**config.mk**
```make
export PLATFORM = sky130hd
export DESIGN_NAME = button_ctrl
export DESIGN_NICKNAME = d
export VERILOG_FILES = /design/src/rtl/wb_pkg.sv /design/src/rtl/debounce.sv /design/src/rtl/button_ctrl.sv
export SDC_FILE = /design/constraint.sdc
export NUM_CORES = 1
export LEC_CHECK = 0
export CAP_MARGIN = 5
export CELL_PAD_IN_SITES_DETAIL_PLACEMENT = 1
export CELL_PAD_IN_SITES_GLOBAL_PLACEMENT = 2
export CORE_AREA = 2 2 99 101
export CTS_CLUSTER_SIZE = 24
export DETAILED_ROUTE_END_ITERATION = 10
export DIE_AREA = 0 0 101 103
export GPL_TIMING_DRIVEN = 0
export HOLD_SLACK_MARGIN = 0.08
export PLACE_DENSITY_LB_ADDON = 0.3
export SYNTH_ARGS = -nofsm -noshare
export SYNTH_HDL_FRONTEND = slang
export SYNTH_SLANG_ARGS = --single-unit
export TNS_END_PERCENT = 20
```
**constraint.sdc**
```tcl
create_clock -name clk -period 5 [get_ports clk]
set_input_delay 0.75 -clock clk [delete_from_list [all_inputs] [get_ports clk]]
set_output_delay 0.75 -clock clk [all_outputs]
set_load 0.02 [all_outputs]
```
**src/rtl/wb_pkg.sv**
```systemverilog
// Shared binary-clock panel definitions: FSM encoding and 12 MHz timing defaults.
package wb_pkg;

    typedef enum logic [1:0] {
        ST_IDLE = 2'd0,
        ST_HELD = 2'd1,
        ST_LONG = 2'd2
    } btn_state_e;

    localparam int unsigned WB_CLK_HZ          = 12000000;
    localparam int unsigned WB_DEBOUNCE_CYCLES = 240000;
    localparam int unsigned WB_LONG_CYCLES     = 12000000;
    localparam int unsigned WB_REPEAT_CYCLES   = 3000000;

endpackage

```
**src/rtl/debounce.sv**
```systemverilog
// Two-flop synchroniser plus stability counter for one active-low panel button.
module debounce
    import wb_pkg::*;
#(
    parameter int unsigned DEBOUNCE_CYCLES = WB_DEBOUNCE_CYCLES
) (
    input  logic clk,
    input  logic rst_n,
    input  logic din_n,
    output logic level
);

    localparam int unsigned CW = $clog2(DEBOUNCE_CYCLES);
    localparam logic [CW-1:0] CNT_LAST = CW'(DEBOUNCE_CYCLES - 1);

    logic [1:0]    sync_q, sync_d;
    logic          stable_q, stable_d;
    logic [CW-1:0] db_cnt_q, db_cnt_d;

    always_comb begin
        sync_d   = {sync_q[0], din_n};
        stable_d = stable_q;
        db_cnt_d = '0;
        if (sync_q[1] != stable_q) begin
            if (db_cnt_q == CNT_LAST) begin
                stable_d = sync_q[1];
            end else begin
                db_cnt_d = db_cnt_q + 1'b1;
            end
        end
    end

    // Everything resets to the released (high) level.
    always_ff @(posedge clk or negedge rst_n) begin
        if (!rst_n) begin
            sync_q   <= 2'b11;
            stable_q <= 1'b1;
            db_cnt_q <= '0;
        end else begin
            sync_q   <= sync_d;
            stable_q <= stable_d;
            db_cnt_q <= db_cnt_d;
        end
    end

    assign level = stable_q;

endmodule

```
**src/rtl/button_ctrl.sv**
```systemverilog
// Front-panel button: debounced level plus short/long/auto-repeat event pulses.
module button_ctrl
    import wb_pkg::*;
#(
    parameter int unsigned DEBOUNCE_CYCLES = WB_DEBOUNCE_CYCLES,
    parameter int unsigned LONG_CYCLES     = WB_LONG_CYCLES,
    parameter int unsigned REPEAT_CYCLES   = WB_REPEAT_CYCLES
) (
    input  logic clk,
    input  logic rst_n,
    input  logic btn_n,
    output logic pressed,
    output logic short_press,
    output logic long_press,
    output logic repeat_tick
);

    localparam int unsigned HW = $clog2(LONG_CYCLES);
    localparam int unsigned RW = $clog2(REPEAT_CYCLES);
    localparam logic [HW-1:0] HOLD_LAST = HW'(LONG_CYCLES - 1);
    localparam logic [RW-1:0] REP_LAST  = RW'(REPEAT_CYCLES - 1);

    logic level;

    btn_state_e    state_q, state_d;
    logic [HW-1:0] hold_cnt_q, hold_cnt_d;
    logic [RW-1:0] rep_cnt_q, rep_cnt_d;
    logic          short_q, short_d;
    logic          long_q, long_d;
    logic          tick_q, tick_d;

    debounce #(
        .DEBOUNCE_CYCLES(DEBOUNCE_CYCLES)
    ) u_debounce (
        .clk   (clk),
        .rst_n (rst_n),
        .din_n (btn_n),
        .level (level)
    );

    assign pressed = ~level;

    // Release is tested first so it wins over the long threshold.
    always_comb begin
        state_d    = state_q;
        hold_cnt_d = hold_cnt_q;
        rep_cnt_d  = rep_cnt_q;
        short_d    = 1'b0;
        long_d     = 1'b0;
        tick_d     = 1'b0;
        unique case (state_q)
            ST_IDLE: begin
                if (pressed) begin
                    state_d    = ST_HELD;
                    hold_cnt_d = '0;
                end
            end
            ST_HELD: begin
                if (!pressed) begin
                    state_d = ST_IDLE;
                    short_d = 1'b1;
                end else if (hold_cnt_q == HOLD_LAST) begin
                    state_d   = ST_LONG;
                    long_d    = 1'b1;
                    rep_cnt_d = '0;
                end else begin
                    hold_cnt_d = hold_cnt_q + 1'b1;
                end
            end
            ST_LONG: begin
                if (!pressed) begin
                    state_d = ST_IDLE;
                end else if (rep_cnt_q == REP_LAST) begin
                    tick_d    = 1'b1;
                    rep_cnt_d = '0;
                end else begin
                    rep_cnt_d = rep_cnt_q + 1'b1;
                end
            end
            default: begin
                state_d = ST_IDLE;
            end
        endcase
    end

    always_ff @(posedge clk or negedge rst_n) begin
        if (!rst_n) begin
            state_q    <= ST_IDLE;
            hold_cnt_q <= '0;
            rep_cnt_q  <= '0;
            short_q    <= 1'b0;
            long_q     <= 1'b0;
            tick_q     <= 1'b0;
        end else begin
            state_q    <= state_d;
            hold_cnt_q <= hold_cnt_d;
            rep_cnt_q  <= rep_cnt_d;
            short_q    <= short_d;
            long_q     <= long_d;
            tick_q     <= tick_d;
        end
    end

    assign short_press = short_q;
    assign long_press  = long_q;
    assign repeat_tick = tick_q;

endmodule

```
==> impl_metrics.yaml, run 1 <==
sta:
  worst_clock_skew_ns: 0.0127
  worst_slack_ns: 2.06
  setup_viol: 0
  slew_viol_final: 0
  min_period_ns: 2.94
  rsz0062_at_grt: "no"
  fin_setup_tns_ns: 0
  fmax_ghz: 0.340
  fin_crit_sh_pct: 58.7
  whs_ns: 0.348
  tightest_slew_ns: 1.06
  maxSlewHeadroom_pct: 28.9
  hold_viol_final: 0
worst_setup_path:
  cp-start-kind: "flip-flop"
  rr_worst_depth: 6
  worstPathRequired_ns: 4.25
  critPathArrivalTime_ns: 2.19
  crit_type: "reg2out"
  regToRegEndpoint: "hold_cnt_q[22]$_DFFE_PN0P_"
  r2r_slack_ns: 2.25
  endpoint_kind: "primary output"
  worstReg2RegStart: "hold_cnt_q[19]$_DFFE_PN0P_"
  startpoint: "u_debounce.level$_DFFE_PN1P_"
  crit_fanout: 10
detailed_routing:
  routed_wirelength_um: 10700
  vias_per_cell: 6.06
  drc: 0
  vias: 3494
  firstDrtPassIters: 4
  avgRoutedWirePerCell_um: 18.5
  ant_nets: 0
  dr.first_iter.drc_count: 194
synthesis:
  seq_area_frac_synth_pct: 46.0
  async_flop_share_pct: 100
  postSynthCellCount: 440
  synth_top_area_share_pct: 43.9
  synth_seq_cells: 72
  yosysTopAreaCell: "dfrtp_1"
  synth-main-ff-cell: "dfrtp_1"
  synth_cell_types: 55
  avgSynthCellArea_sq_um: 8.93
  synth_area_leaders: "dfrtp_1 44%, nor2_1 4.1%, nand3_1 3.8%"
  synth-edff-count: 0
  syn_area_sq_um: 3930
  ys_warn_count: 0
  syn_nets: 446
  synthTopCellsByCount: "69 x dfrtp_1, 43 x nor2_1, 38 x nand2_1"
  yosysMostFrequentCell: "dfrtp_1"
clock_tree:
  cts_resized: 0
  cts_buffers: 9
  root_buffer: "clkbuf_8"
  h-tree-depth: 3
  postCtsSetupBuffers: 0
  cts.sinks: 72
  clock_latency_ns: 0.35
  postCtsHoldBufs: 0
  path_clk_slew_ns: 0.08
  clk_path_buf_depth: 2
  cts_tree: "done"
die:
  die_h_um: 103
  die-area_sq_um: 10400
  ioPinCount: 7
  start_util_pct: 41.5
  core_area_sq_um: 9460
  rows: 36
  die_x_um: 101
power_and_ir_drop:
  power.switching_uw: 249
  p_seq_share_pct: 54.3
  combPwrFrac_pct: 2.0
  leakagePower_uw: 0.00165
  p_sw_share_pct: 23.0
  power_density_nw_per_um2: 249
  power.internal_uw: 834
  pwr-share-clk_pct: 43.6
  peakVddDrop_mv: 0.0964
global_routing:
  gr-total-overflow: 0
  grtUsageTotal_pct: 22.5
  antenna_found_initial: 0
  grt_pass1_vias: 3612
  grt_max_degree: 40
  grt_pass1_wl_um: 18300
status:
  status: "completed"
flow_run:
  max_cap_violations: 0
placed_design:
  place.gp.congestion: 0.828
  io_buffers: 6
  post-dp-hpwl_um: 7730
  pre_cts_slack_ns: 2.31
final_layout:
  n_antenna_cell: 0
  nFillCells: 1114
  area_growth_pct: 10.7
  nNetsFinal: 464
  drive_gt1_share_pct: 5.83
min_path:
  min_path_type: "in2async"
stage by stage:
step                      power (uW)  util [%]  cell area, sq um  cells
final                           1080      46.0              4350    577
after global routing            1130      46.0              4350    577
after CTS                       1100      46.0              4350    577
after detailed placement         623      43.9              4150    561
after global placement           621      43.7              4130    560
after floorplan                  605         -              3930    440
routing by layer:
layer	part of all wire, %	GRT usage (%)
met4	0.98	8.11
met3	2.1	2.44
met5	0	0
met2	49	37.5
met1	48	30.4
worst max-delay path: stages, from the launching register on:
cell and delay, ns:
dfstp_2 0.60, clkbuf_1 0.40, inv_1 0.25, clkdlybuf4s50_1 0.59
power groups by stage:
| stage | registers [uW] | clock network (uW) | logic [uW] |
|---|---|---|---|
| 6_report | 588 | 473 | 22.2 |
| 5_1_grt | 589 | 512 | 25.5 |
| 4_1_cts | 588 | 488 | 23.3 |
| 3_5_place_dp | 600 | 0 | 23.3 |
| 3_3_place_gp | 600 | 0 | 21.1 |
| 2_1_floorplan | 599 | 0 | 5.90 |
cell type report:
| type | count | area [sq um] | area share [%] |
|---|---|---|---|
| Clock inverter | 5 | 57.6 | 1.32 |
| Inverter | 12 | 45.0 | 1.04 |
| Clock buffer | 11 | 141 | 3.25 |
| Timing Repair Buffer | 7 | 77.6 | 1.78 |
| Tap cell | 114 | 143 | 3.28 |
| Multi-Input combinational cell | 336 | 2000 | 46.0 |
| Sequential cell | 72 | 1810 | 41.5 |
| Buffer | 20 | 77.6 | 1.78 |
layout by cell type (no fill, tap or decap), types with 6 or more instances in the layout:
| cell | instances |
|---|---|
| nor4_1 | 10 |
| or4_1 | 14 |
| or3_1 | 13 |
| nand2_1 | 38 |
| o31ai_1 | 17 |
| xor2_1 | 11 |
| o21ai_0 | 18 |
| clkbuf_1 | 19 |
| nand3_1 | 30 |
| dfrtp_1 | 69 |
| nor3_1 | 14 |
| nor2_1 | 43 |
| clkbuf_8 | 10 |
| inv_1 | 12 |
| xnor2_1 | 12 |
| nand4_1 | 17 |
| and3_1 | 14 |
| a21oi_1 | 28 |
| and4_1 | 6 |
flip-flops by register name (all words and copies together), names as in the netlist:
register,flops
u_debounce.level,1
rep_cnt_q,22
u_debounce.sync_q,2
u_debounce.db_cnt_q,18
hold_cnt_q,24
short_press,1
state_q,2
repeat_tick,1
long_press,1
logic make-up after synthesis:
kind of cell / count (synthesis) / synth area share [%]
compound gates: 90 / 14.6
xor+xnor: 23 / 5.13
fa+ha+maj: 3 / 0.956
buf+inv: 32 / 3.12
flops: 72 / 46.0
mux: 1 / 0.255
simple gates: 219 / 30.0
how the worst max path moves through the flow:
stage,cells past startpoint,end
2_1_floorplan,5,hold_cnt_q[17]$_DFFE_PN0P_
3_3_place_gp,1,rep_cnt_q[14]$_DFFE_PN0P_
3_5_place_dp,6,hold_cnt_q[22]$_DFFE_PN0P_
4_1_cts,3,pressed
5_1_grt,3,pressed
6_report,3,pressed
(Power assumes the default switching activity.)
==> inputs of run 2 (changes only) <==
CORE_AREA = 2 2 108 110   (was 2 2 99 101)
DIE_AREA = 0 0 110 112   (was 0 0 101 103)
clock period = 2.4 ns   (was 5 ns; I/O delays follow)
==> impl_metrics.yaml, run 2 (synthesis gave the netlist of run 1 again) <==
clock_tree:
  cts_buffers: 9
  cts_tree: "done"
  h-tree-depth: 3
  cts.sinks: 72
  path_clk_slew_ns: 0.06
  root_buffer: "clkbuf_16"
  clk_path_buf_depth: 2
  clock_latency_ns: 0.35
die:
  start_util_pct: 35.2
  ioPinCount: 7
  core_area_sq_um: 11200
  rows: 39
  die_x_um: 110
  die_h_um: 112
  die-area_sq_um: 12300
min_path:
  holdPathStages: 0
  hold_end: "u_debounce.sync_q[1]$_DFF_PN1_"
  min_path_type: "reg2reg"
  hp-start: "u_debounce.sync_q[0]$_DFF_PN1_"
sta:
  tightest_slew_ns: 0.701
  fmax_ghz: 0.424
  maxSlewHeadroom_pct: 52.7
  setup_viol: 0
  hold_viol_final: 0
  min_period_ns: 2.36
  fin_crit_sh_pct: 98.2
  fin_setup_tns_ns: 0
  slew_viol_final: 0
  worst_clock_skew_ns: 0.0106
  worst_slack_ns: 0.0423
  whs_ns: 0.369
  rsz0062_at_grt: "yes"
power_and_ir_drop:
  power_density_nw_per_um2: 580
  leakagePower_uw: 0.00175
  peakVddDrop_mv: 0.317
  p_total_uw: 2650
detailed_routing:
  routed_wirelength_um: 11000
  drc: 0
  avgRoutedWirePerCell_um: 18.2
  vias_per_cell: 5.77
  firstDrtPassIters: 4
  ant_nets: 0
  dr.first_iter.drc_count: 147
  vias: 3502
final_layout:
  layout.cells.most_common: "dfrtp_1"
  nFillCells: 1292
  largest_register_ffs: 24
  layout_common_cells: "69 x dfrtp_1, 43 x nor2_1, 38 x nand2_1"
  n_antenna_cell: 0
  top_regs: "hold_cnt_q x24, rep_cnt_q x22, u_debounce.db_cnt_q x18"
  top_register: "hold_cnt_q"
  area_growth_pct: 16.2
  nNetsFinal: 465
  drive_gt1_share_pct: 9.27
worst_setup_path:
  cpMostUsedCell: "or4_1"
  cp_num_buf_inv: 1
  worstReg2RegStart: "state_q[1]$_DFFE_PN0P_"
  crit_family: "simple AND/OR/NAND/NOR gates"
  slowest_delay_ns: 0.60
  r2r_slack_ns: 0.04
  endpoint_kind: "flip-flop"
  startpoint: "state_q[1]$_DFFE_PN0P_"
  rr_worst_depth: 5
  critPathArrivalTime_ns: 2.62
  cpMaxStageDelayCell: "or4_1"
  crit_type: "reg2reg"
  crit_path_cell_trace: "or2_1 > or4_1 > clkbuf_1 > or4_1 > a21oi_1"
  cp-start-kind: "flip-flop"
  crit_fanout: 10
  regToRegEndpoint: "hold_cnt_q[20]$_DFFE_PN0P_"
  worstPathRequired_ns: 2.66
placed_design:
  post-dp-hpwl_um: 7650
  pre_cts_slack_ns: -0.317
  place.gp.congestion: 0.765
  io_buffers: 6
global_routing:
  grtUsageTotal_pct: 19.5
  grt_max_degree: 40
  gr-total-overflow: 0
  grt_pass1_vias: 3649
  antenna_found_initial: 0
  grt_pass1_wl_um: 18600
flow_run:
  max_cap_violations: 0
status:
  status: "completed"
==> run 2: cell types whose count changed in the layout (fill, tap and decap cells not counted), moves of 2 or more <==
cell / change
clkinvlp_4: -2
clkbuf_8: -10
nor4_2: +2
clkbuf_16: +9
nor4_1: -2
clkbuf_2: +4
buf_4: +2
clkinv_4: +2
clkbuf_1: -7
nor3_1: -2
==> run 2: routing by layer <==
metal  GRT usage, %  part of all wire, %  up-vias  wire [um]
met4           6.67                  1.7        0        187
met5              0                    0        -          0
met2           30.0                   46       25       5120
li1               -                    -     1680          -
met1           27.2                   50     1782       5530
met3           3.86                  1.6       15        180
==> run 2: how the worst max path moves through the flow <==
stage,to,slack (ns),depth (start not counted)
after floorplan,hold_cnt_q[17]$_DFFE_PN0P_,0.33,5
after global placement,hold_cnt_q[13]$_DFFE_PN0P_,-1.69,1
after detailed placement,hold_cnt_q[20]$_DFFE_PN0P_,-0.32,6
after CTS,u_debounce.db_cnt_q[10]$_DFF_PN0_,0.004,7
after global routing,hold_cnt_q[6]$_DFFE_PN0P_,-0.09,6
final,hold_cnt_q[20]$_DFFE_PN0P_,0.04,5
==> run 2: where the power goes <==
part | internal, uW | switching (uW)
clock | 811 | 563
sequential | 1220 | 6.07
combinational | 13.1 | 34.4
==> run 2: cell type report <==
cell class	count	area, sq um	area share [%]
timing repair buffer	10	103	2.25
inverter	12	45.0	0.987
tap	143	179	3.92
sequential	72	1810	39.6
buffer	18	78.8	1.73
clock buffer	10	229	5.02
multi-input combinational	336	2060	45.0
clock inverter	6	68.8	1.51
==> run 2: timing repair <==
item                       in CTS  in global routing
hold endpoints to repair       33                  0
hold buffers                    1                  0
gates resized for setup         9                 10
buffers inserted                0                  2
pin swaps                       0                  1
setup endpoints to repair      35                 35
==> run 2: metrics by stage <==
| step | cell area [sq um] | utilization [%] | instances |
|---|---|---|---|
| floorplan | 3930 | - | 440 |
| global placement | 4170 | 37.3 | 589 |
| detailed placement | 4190 | 37.5 | 590 |
| CTS | 4520 | 40.4 | 607 |
| global route | 4560 | 40.8 | 607 |
| finish | 4560 | 40.8 | 607 |
